===== src/rtl/neuron_mac_if.sv =====
`timescale 1ns/1ps
// neuron_mac_if: RAM port bundle between the neuron stage (master)
// and the weight/activation RAM (slave).
interface neuron_mac_if #(
   parameter int ADDR_WIDTH = 8,
   parameter int DATA_WIDTH = 16
);
   logic                  ram_we;
   logic [ADDR_WIDTH-1:0] ram_addr;
   logic [DATA_WIDTH-1:0] ram_din;
   logic [DATA_WIDTH-1:0] ram_dout;

   modport master (
      output ram_we,
      output ram_addr,
      output ram_din,
      input  ram_dout
   );

   modport slave (
      input  ram_we,
      input  ram_addr,
      input  ram_din,
      output ram_dout
   );
endinterface


===== src/rtl/neuron_mac.sv =====
`timescale 1ns/1ps
// neuron_mac: signed fixed-point dot product plus bias with ReLU and
// saturation; operands read from and result written back to the RAM.
module neuron_mac #(
   parameter int ADDR_WIDTH = 8,
   parameter int DATA_WIDTH = 16,
   parameter int FRAC_BITS  = 8,
   parameter int ACC_WIDTH  = 2*DATA_WIDTH+8
) (
   input  logic                  clk,
   input  logic                  rst_n,
   input  logic                  start,
   input  logic [ADDR_WIDTH-1:0] x_base,
   input  logic [ADDR_WIDTH-1:0] w_base,
   input  logic [ADDR_WIDTH-1:0] out_addr,
   input  logic [ADDR_WIDTH:0]   num_inputs,
   input  logic [DATA_WIDTH-1:0] bias,
   neuron_mac_if.master          ram,
   output logic                  busy,
   output logic                  done,
   output logic [DATA_WIDTH-1:0] result
);
   localparam int PW = 2*DATA_WIDTH;

   typedef enum logic [2:0] {
      IDLE, LD_X, LD_W, ACC_LAST, ACT, WRITE, DONE
   } state_t;

   state_t state, state_n;

   logic [ADDR_WIDTH-1:0] x_base_r;
   logic [ADDR_WIDTH-1:0] w_base_r;
   logic [ADDR_WIDTH-1:0] out_addr_r;
   logic [ADDR_WIDTH:0]   n_r;
   logic [ADDR_WIDTH:0]   i_r;
   logic [DATA_WIDTH-1:0] bias_r;
   logic [DATA_WIDTH-1:0] x_reg;
   logic [DATA_WIDTH-1:0] result_next;
   logic [ACC_WIDTH-1:0]  acc;

   logic [ADDR_WIDTH:0]          i_inc;
   logic signed [PW-1:0]         prod;
   logic [ACC_WIDTH-1:0]         prod_ext;
   logic [ACC_WIDTH-1:0]         bias_sh;
   logic [ACC_WIDTH-1:0]         act_sum;
   logic signed [ACC_WIDTH-1:0]  act_shift;
   logic [DATA_WIDTH-1:0]        act_val;

   logic                  we_n;
   logic [ADDR_WIDTH-1:0] addr_n;
   logic [DATA_WIDTH-1:0] din_n;

   assign i_inc     = i_r + {{ADDR_WIDTH{1'b0}}, 1'b1};
   assign prod      = $signed(x_reg) * $signed(ram.ram_dout);
   assign prod_ext  = {{(ACC_WIDTH-PW){prod[PW-1]}}, prod};
   assign bias_sh   = {{(ACC_WIDTH-DATA_WIDTH){bias_r[DATA_WIDTH-1]}},
                       bias_r} << FRAC_BITS;
   assign act_sum   = acc + bias_sh;
   assign act_shift = $signed(act_sum) >>> FRAC_BITS;

   assign busy = (state != IDLE) && (state != DONE);
   assign done = (state == DONE);

   // ReLU then clamp to the largest positive data value
   always_comb begin
      act_val = act_shift[DATA_WIDTH-1:0];
      if (act_shift[ACC_WIDTH-1])
         act_val = '0;
      else if (|act_shift[ACC_WIDTH-2:DATA_WIDTH-1])
         act_val = {1'b0, {(DATA_WIDTH-1){1'b1}}};
   end

   // state register and registered RAM port
   always_ff @(posedge clk or negedge rst_n) begin
      if (!rst_n) begin
         state        <= IDLE;
         ram.ram_we   <= 1'b0;
         ram.ram_addr <= '0;
         ram.ram_din  <= '0;
      end else begin
         state        <= state_n;
         ram.ram_we   <= we_n;
         ram.ram_addr <= addr_n;
         ram.ram_din  <= din_n;
      end
   end

   // next state and next RAM address/strobe (one cycle ahead of use)
   always_comb begin
      state_n = state;
      we_n    = 1'b0;
      addr_n  = '0;
      din_n   = '0;
      unique case (state)
         IDLE: begin
            if (start) begin
               if (num_inputs != '0) begin
                  state_n = LD_X;
                  addr_n  = x_base;
               end else begin
                  state_n = ACT;
               end
            end
         end
         LD_X: begin
            state_n = LD_W;
            addr_n  = w_base_r + i_r[ADDR_WIDTH-1:0];
         end
         LD_W: begin
            if (i_inc < n_r) begin
               state_n = LD_X;
               addr_n  = x_base_r + i_inc[ADDR_WIDTH-1:0];
            end else begin
               state_n = ACC_LAST;
            end
         end
         ACC_LAST: state_n = ACT;
         ACT: begin
            state_n = WRITE;
            we_n    = 1'b1;
            addr_n  = out_addr_r;
            din_n   = act_val;
         end
         WRITE:   state_n = DONE;
         DONE:    state_n = IDLE;
         default: state_n = IDLE;
      endcase
   end

   // operand latching, accumulation and result capture
   always_ff @(posedge clk or negedge rst_n) begin
      if (!rst_n) begin
         x_base_r    <= '0;
         w_base_r    <= '0;
         out_addr_r  <= '0;
         n_r         <= '0;
         i_r         <= '0;
         bias_r      <= '0;
         x_reg       <= '0;
         result_next <= '0;
         result      <= '0;
         acc         <= '0;
      end else begin
         unique case (state)
            IDLE: begin
               if (start) begin
                  x_base_r   <= x_base;
                  w_base_r   <= w_base;
                  out_addr_r <= out_addr;
                  n_r        <= num_inputs;
                  bias_r     <= bias;
                  acc        <= '0;
                  i_r        <= '0;
               end
            end
            LD_X: begin
               if (i_r != '0)
                  acc <= acc + prod_ext;
            end
            LD_W: begin
               x_reg <= ram.ram_dout;
               i_r   <= i_inc;
            end
            ACC_LAST: acc <= acc + prod_ext;
            ACT:      result_next <= act_val;
            WRITE:    result <= result_next;
            default: ;
         endcase
      end
   end
endmodule


===== src/flat_wrapper.sv =====
// flat-port wrapper written by rule: the top's interface ports become plain ports
module neuron_mac_flat 
#(
   parameter int ADDR_WIDTH = 8,
   parameter int DATA_WIDTH = 16,
   parameter int FRAC_BITS  = 8,
   parameter int ACC_WIDTH  = 2*DATA_WIDTH+8
)
  (clk, rst_n, start, x_base, w_base, out_addr, num_inputs, bias, busy, done, result, ram_ram_we, ram_ram_addr, ram_ram_din, ram_ram_dout);
  neuron_mac_if #(.ADDR_WIDTH(ADDR_WIDTH), .DATA_WIDTH(DATA_WIDTH)) ram_i ();
  input  logic clk;
  input  logic rst_n;
  input  logic start;
  input  logic [ADDR_WIDTH-1:0] x_base;
  input  logic [ADDR_WIDTH-1:0] w_base;
  input  logic [ADDR_WIDTH-1:0] out_addr;
  input  logic [ADDR_WIDTH:0] num_inputs;
  input  logic [DATA_WIDTH-1:0] bias;
  output logic busy;
  output logic done;
  output logic [DATA_WIDTH-1:0] result;
  output wire logic [$bits(ram_i.ram_we)-1:0] ram_ram_we;
  output wire logic [$bits(ram_i.ram_addr)-1:0] ram_ram_addr;
  output wire logic [$bits(ram_i.ram_din)-1:0] ram_ram_din;
  input wire logic [$bits(ram_i.ram_dout)-1:0] ram_ram_dout;
  assign ram_ram_we = ram_i.ram_we;
  assign ram_ram_addr = ram_i.ram_addr;
  assign ram_ram_din = ram_i.ram_din;
  assign ram_i.ram_dout = ram_ram_dout;
  neuron_mac #(.ADDR_WIDTH(ADDR_WIDTH), .DATA_WIDTH(DATA_WIDTH), .FRAC_BITS(FRAC_BITS), .ACC_WIDTH(ACC_WIDTH)) u_core (.clk(clk), .rst_n(rst_n), .start(start), .x_base(x_base), .w_base(w_base), .out_addr(out_addr), .num_inputs(num_inputs), .bias(bias), .ram(ram_i), .busy(busy), .done(done), .result(result));
endmodule

===== config.mk =====
export PLATFORM = sky130hd
export DESIGN_NAME = neuron_mac_flat
export DESIGN_NICKNAME = d
export VERILOG_FILES = /design/src/rtl/neuron_mac_if.sv /design/src/rtl/neuron_mac.sv /design/src/flat_wrapper.sv
export SDC_FILE = /design/constraint.sdc
export NUM_CORES = 1
export LEC_CHECK = 0
export ABC_AREA = 1
export BUFFER_PORTS_ARGS = -buffer_cell sky130_fd_sc_hd__buf_2
export CORE_MARGIN = 10
export CORE_UTILIZATION = 30
export CTS_BUF_LIST = sky130_fd_sc_hd__clkbuf_4 sky130_fd_sc_hd__clkbuf_8
export DETAILED_ROUTE_END_ITERATION = 7
export GPL_TIMING_DRIVEN = 0
export PLACE_DENSITY = 0.48
export SLEW_MARGIN = 20
export SYNTH_ARGS = -nofsm -noshare
export SYNTH_HDL_FRONTEND = slang
export SYNTH_SLANG_ARGS = --single-unit
export TNS_END_PERCENT = 20

===== constraint.sdc =====
create_clock -name clk -period 20.6 [get_ports clk]
set_input_delay 2.06 -clock clk [delete_from_list [all_inputs] [get_ports clk]]
set_output_delay 2.06 -clock clk [all_outputs]
set_load 0.02 [all_outputs]

## Word-level counts from Yosys, hierarchy flattened

Cells that the tools add are included.

| storage, ports and cells | value |
|---|---|
| register bits | 174 |
| output and inout port bits | 43 |
| input port bits | 68 |

| cells by class | value |
|---|---|
| reductions and logical operators | 11 |
| $add $sub $neg | 5 |
| eq/ne operators | 9 |
| magnitude comparators | 1 |
| multiply operators | 1 |
| mux-type cells | 17 |

Operator list:

| operator | count |
|---|---|
| 40-bit case mux with 3 select lines | 1 |
| 40-bit adder | 2 |
| 40-bit 2-to-1 mux | 2 |
| 16-bit 2-to-1 mux | 3 |
| 16-bit by 16-bit multiplier with 32-bit output | 1 |
| 8-bit case mux with 4 select lines | 1 |
| 8-bit 2-to-1 mux | 3 |
| 3-bit case mux with 6 select lines | 1 |
| 9-bit case mux with 2 select lines | 1 |
| 9-bit nonzero test | 2 |
| 17-bit OR reduction | 1 |
| 8-bit adder | 2 |
| 9-bit by 1-bit adder with 9-bit output, second input constant | 1 |
| 3-bit equality test, second input constant | 3 |
| 9-bit less-than comparator | 1 |
| 9-bit 2-to-1 mux | 1 |
| 3-bit by 2-bit equality test with 1-bit output, second input constant | 2 |
| 3-bit 2-to-1 mux | 2 |
| 3-bit nonzero test | 2 |
| 2-bit AND reduction | 2 |
| 3-bit by 1-bit equality test with 1-bit output, second input constant | 1 |
| 3-bit logical NOT | 1 |
| 3-bit inequality test, second input constant | 1 |
| 3-bit AND reduction | 1 |
| other kinds (6) | 6 |

## Longest topological paths before layout

| depth | value |
|---|---|
| word-level depth | 5 |
| mapped depth | 39 |

## Worst setup path before layout

No wires, ideal clock.

| path | value |
|---|---|
| kind | in2reg |
| from | input port ram_ram_dout[5] |
| to | register u_core.acc[39] |
| stages | 36 |
| slack | 11.710 ns |
| required time | 20.483 ns |
| arrival time | 8.772 ns |
| path through | clkbuf_1 clkbuf_1 nand2_1 fa_1 inv_1 fa_1 fa_1 inv_1 fa_1 inv_1 fa_1 inv_1 fa_1 inv_1 ha_1 inv_1 nor3_1 nand2_1 nor3_1 nand2_1 nand2_1 nand2_1 nand2_1 inv_1 ha_1 nand2_1 nor2_1 inv_1 nor4_1 nand3_1 nand3_1 nand2_1 nand2_1 nand2_1 nand3_1 nand2_1 |

| between the ends | value |
|---|---|
| longest elaborated chain between the ends | 4 |

Ends and longest elaborated chain:

| item | RTL line | source |
|---|---|---|
| start: declaration | flat_wrapper.sv:25 | `input wire logic [$bits(ram_i.ram_dout)-1:0] ram_ram_dout;` |
| 16-bit by 16-bit multiplier with 32-bit output (*) | neuron_mac.sv:54 | `assign prod = $signed(x_reg) * $signed(ram.ram_dout);` |
| 40-bit adder (*) | neuron_mac.sv:158, neuron_mac.sv:164 |  |
| 40-bit 2-to-1 mux | neuron_mac.sv:157 | `if (i_r != '0)` |
| 40-bit case mux with 3 select lines (*) | neuron_mac.sv:144 | `unique case (state)` |
| end signal: assignment | neuron_mac.sv:158 | `acc <= acc + prod_ext;` |
| end signal: assignment | neuron_mac.sv:164 | `ACC_LAST: acc <= acc + prod_ext;` |
| end: declaration | neuron_mac.sv:39 | `logic [ACC_WIDTH-1:0] acc;` |

Mark *: on every way between the ends. The rest lies on a longest branch, timed or not. The select of a mux whose other input is x is not followed.
A chain may end at the register's enable or synchronous reset.

## Worst setup path after layout

| path | value |
|---|---|
| from | input port ram_ram_dout[5] |
| to | register u_core.acc[34] |

Same word-level chain as after synthesis.

==> results by group <==
Timing
  – Slew headroom: about two fifths
  – Slew Limit Fails: 0
  – TNS Setup: 0 ps
  – F_max: between 90 and 100 MHz
  – Layout Skew: 28.0 ps
  – RSZ-0062 raised after global routing: false
  – Final Setup Violations: 0
  – Post-layout minimum cycle time: 10160 ps
  – Crit share post-route: 49.3%
  – Final hold violations: 0
  – Measured slew at the worst slew-check pin: about 880 ps

Route
  – Detailed-route vias per instance: about 4.5
  – 1st-iter DRT viols: around 950
  – Wirelength per Cell: about 17 um
  – Antenna-violating nets left: 0
  – Pre-Repair DR Iteration Count: 5
  – DRC viols: 0
  – Via Count: between 15000 and 20000
  – Routed WL: about 70 mm

Critical path
  – Crit path DAT: roughly 11000 ps
  – Worst R2R Start: u_core.x_reg[15]
  – CP Capture Type: register
  – Max incr delay on CP: approximately 670 ps
  – FF-to-FF path depth: 34
  – Startpoint Class: input port
  – Crit-path slowest cell: fa_1
  – Largest fanout on the critical path: 10
  – Worst R2R End: u_core.acc[34]
  – WS Path Type: in -> reg
  – Reg2Reg Setup Slack: around 12000 ps
  – Worst EP required: 21050 ps

Floorplan
  – Die footprint: 0.0876 mm^2
  – Die X: 296 um
  – Io pins: between 100 and 150
  – Core area: approximately 0.076 mm^2
  – Starting Density: a little under a third
  – Die Span Y: between 200 and 300 um
  – Core Rows: between 100 and 150

Yosys
  – Async SR Flop Fraction: 100%
  – Area leader, netlist: fa_1
  – FF+latch count, synth: 174
  – Post-synth top area share: between 20% and 30%
  – Mapped Cells: approximately 3100
  – Primary FF master, synth: dfrtp_1
  – EDFF count, synth: 0
  – Distinct cells, synth: 49
  – Post-Syn Area: about 0.023 mm^2
  – Sequential share of the synthesized area: between 10% and 20%
  – Yosys warns: 0
  – Most instantiated cells after synthesis: nand2_1, inv_1, fa_1, ha_1, dfrtp_1
  – Top post-synthesis cells by area: fa_1, dfrtp_1, nand2_1, inv_1, ha_1
  – Syn Area/Cell: around 7.3 um^2
  – Syn nets: between 3000 and 4000
  – Most frequent cell after synthesis: nand2_1

Clocking
  – Post-CTS setup buffers: 0
  – Max Root-Sink Buffers: 2
  – Root Buffer: clkbuf_8
  – Cts hold-fix bufs: 0
  – Num Clock Sinks: about 170
  – Clock Pin Slew Worst Setup and Hold Paths: ~90 ps
  – TritonCTS clock tree: built
  – Total clock buffers created by CTS: 17
  – Post-CTS resize count: 0
  – Htree depth: 4
  – Clk_lat worst skew: between 500 and 600 ps

Status
  – Outcome: finished, final reports clean

Placement
  – GPL Wtd Cong: around 0.9
  – Port Buffers: 95
  – Detailed Place HPWL: about 60 mm

Finish
  – Share of cells above drive strength 1: around 6.6%
  – Register area: about 0.0044 mm^2
  – FILL cells: 8280
  – Biggest register: u_core.acc
  – Max reg flops: 40
  – Area growth from synthesis to layout: 9.52%
  – Multi-input gate area: about 0.016 mm^2
  – Total Nets Final: 3769

Global routing
  – Global-route wire length before repair: between 100 and 150 mm
  – Gr ovfl total: 0
  – Initial antenna violation count: 3
  – Vias in the first global route: 19900
  – Total track usage: around 17%
  – Largest net degree at the start of global routing: 68

Flow run
  – Maxcap violations: 0

Min path
  – HP Class: reg -> reg
  – Worst hold path endpoint: u_core.result_next[2]
  – Worst hold path depth: 2
  – Worst Min Path Start: u_core.result_next[2]
[critical path, delay by kind of cell]
| kind | cells | cell delay [ps] |
|---|---|---|
| buffers and inverters | 10 | 1620 |
| adder cells (fa/ha/maj) | 8 | 4100 |
| AND/OR/NAND/NOR | 13 | 2200 |
| AO/OA/AOI/OAI | 3 | 640 |
[area by class of cell]
type / count / share of cell area, %
Tap cell: 978 / 4.89
Multi-Input combinational cell: 2178 / 62.0
Inverter: 697 / 10.5
Clock inverter: 13 / 0.615
Antenna cell: 1 / 0.0100
Timing Repair Buffer: 97 / 2.16
Buffer: 92 / 1.50
Clock buffer: 19 / 1.02
Sequential cell: 174 / 17.4
[metrics by stage]
step | setup slack, ps | instances | instance area (um^2) | util (%) | hold WS (ps)
global placement | 9800 | 4214 | 24600 | 32.4 | 459
CTS | 10430 | 4248 | 25000 | 33.1 | 490
floorplan | 11710 | 3141 | 22900 | - | 442
detailed placement | 9840 | 4216 | 24600 | 32.5 | 464
finish | 10440 | 4249 | 25000 | 33.1 | 479
global route | 9960 | 4249 | 25000 | 33.1 | 511
[per-layer routing]
layer	GRT usage (%)	wire length [um]	vias up
li1	-	-	9697
met5	0	23	-
met3	2.36	2190	86
met4	5.95	2210	4
met1	21.1	32300	8952
met2	28.5	33800	306
[cells in the final DEF, fill, tap and decap left out, drive strengths merged, types with 3 or more instances in the layout]
cell type and n:
a21boi 5, a21o 10, a21oi 120, a31oi 20
and2 6, and3 4, buf 107, clkbuf 101
clkinv 8, dfrtp 174, fa 266, ha 178
inv 700, mux2 15, nand2 986, nand3 90
nand3b 3, nand4 40, nor2 180, nor3 24
nor4 5, o211ai 4, o21a 3, o21ai 109
o21bai 11, o22ai 5, o31ai 3, or2 13
xnor2 35, xor2 34
[cell families (layout without fill, tap and decap cells)]
| kind of cell | Yosys count | in the layout | synth area share [%] |
|---|---|---|---|
| fa+ha+maj | 444 | 444 | 33.0 |
| other cells | 1 | 2 | 0.0164 |
| buf+inv | 789 | 918 | 13.1 |
| mux | 15 | 15 | 0.739 |
| compound gates | 297 | 297 | 7.16 |
| simple gates | 1352 | 1352 | 24.2 |
| xor+xnor | 69 | 69 | 2.73 |
| flops | 174 | 174 | 19.0 |
[worst max-delay path by stage]
stage	start	end	slack (ps)	cells after the start
2_1_floorplan	ram_ram_dout[5]	u_core.acc[39]	11710	36
3_3_place_gp	ram_ram_dout[5]	u_core.acc[34]	9800	34
3_5_place_dp	ram_ram_dout[5]	u_core.acc[34]	9840	34
4_1_cts	ram_ram_dout[5]	u_core.acc[34]	10430	34
5_1_grt	ram_ram_dout[5]	u_core.acc[34]	9960	34
6_report	ram_ram_dout[5]	u_core.acc[34]	10440	34
Power is not shown: default switching activity piles up to over one toggle a cycle in this logic, so the estimate is an artifact.
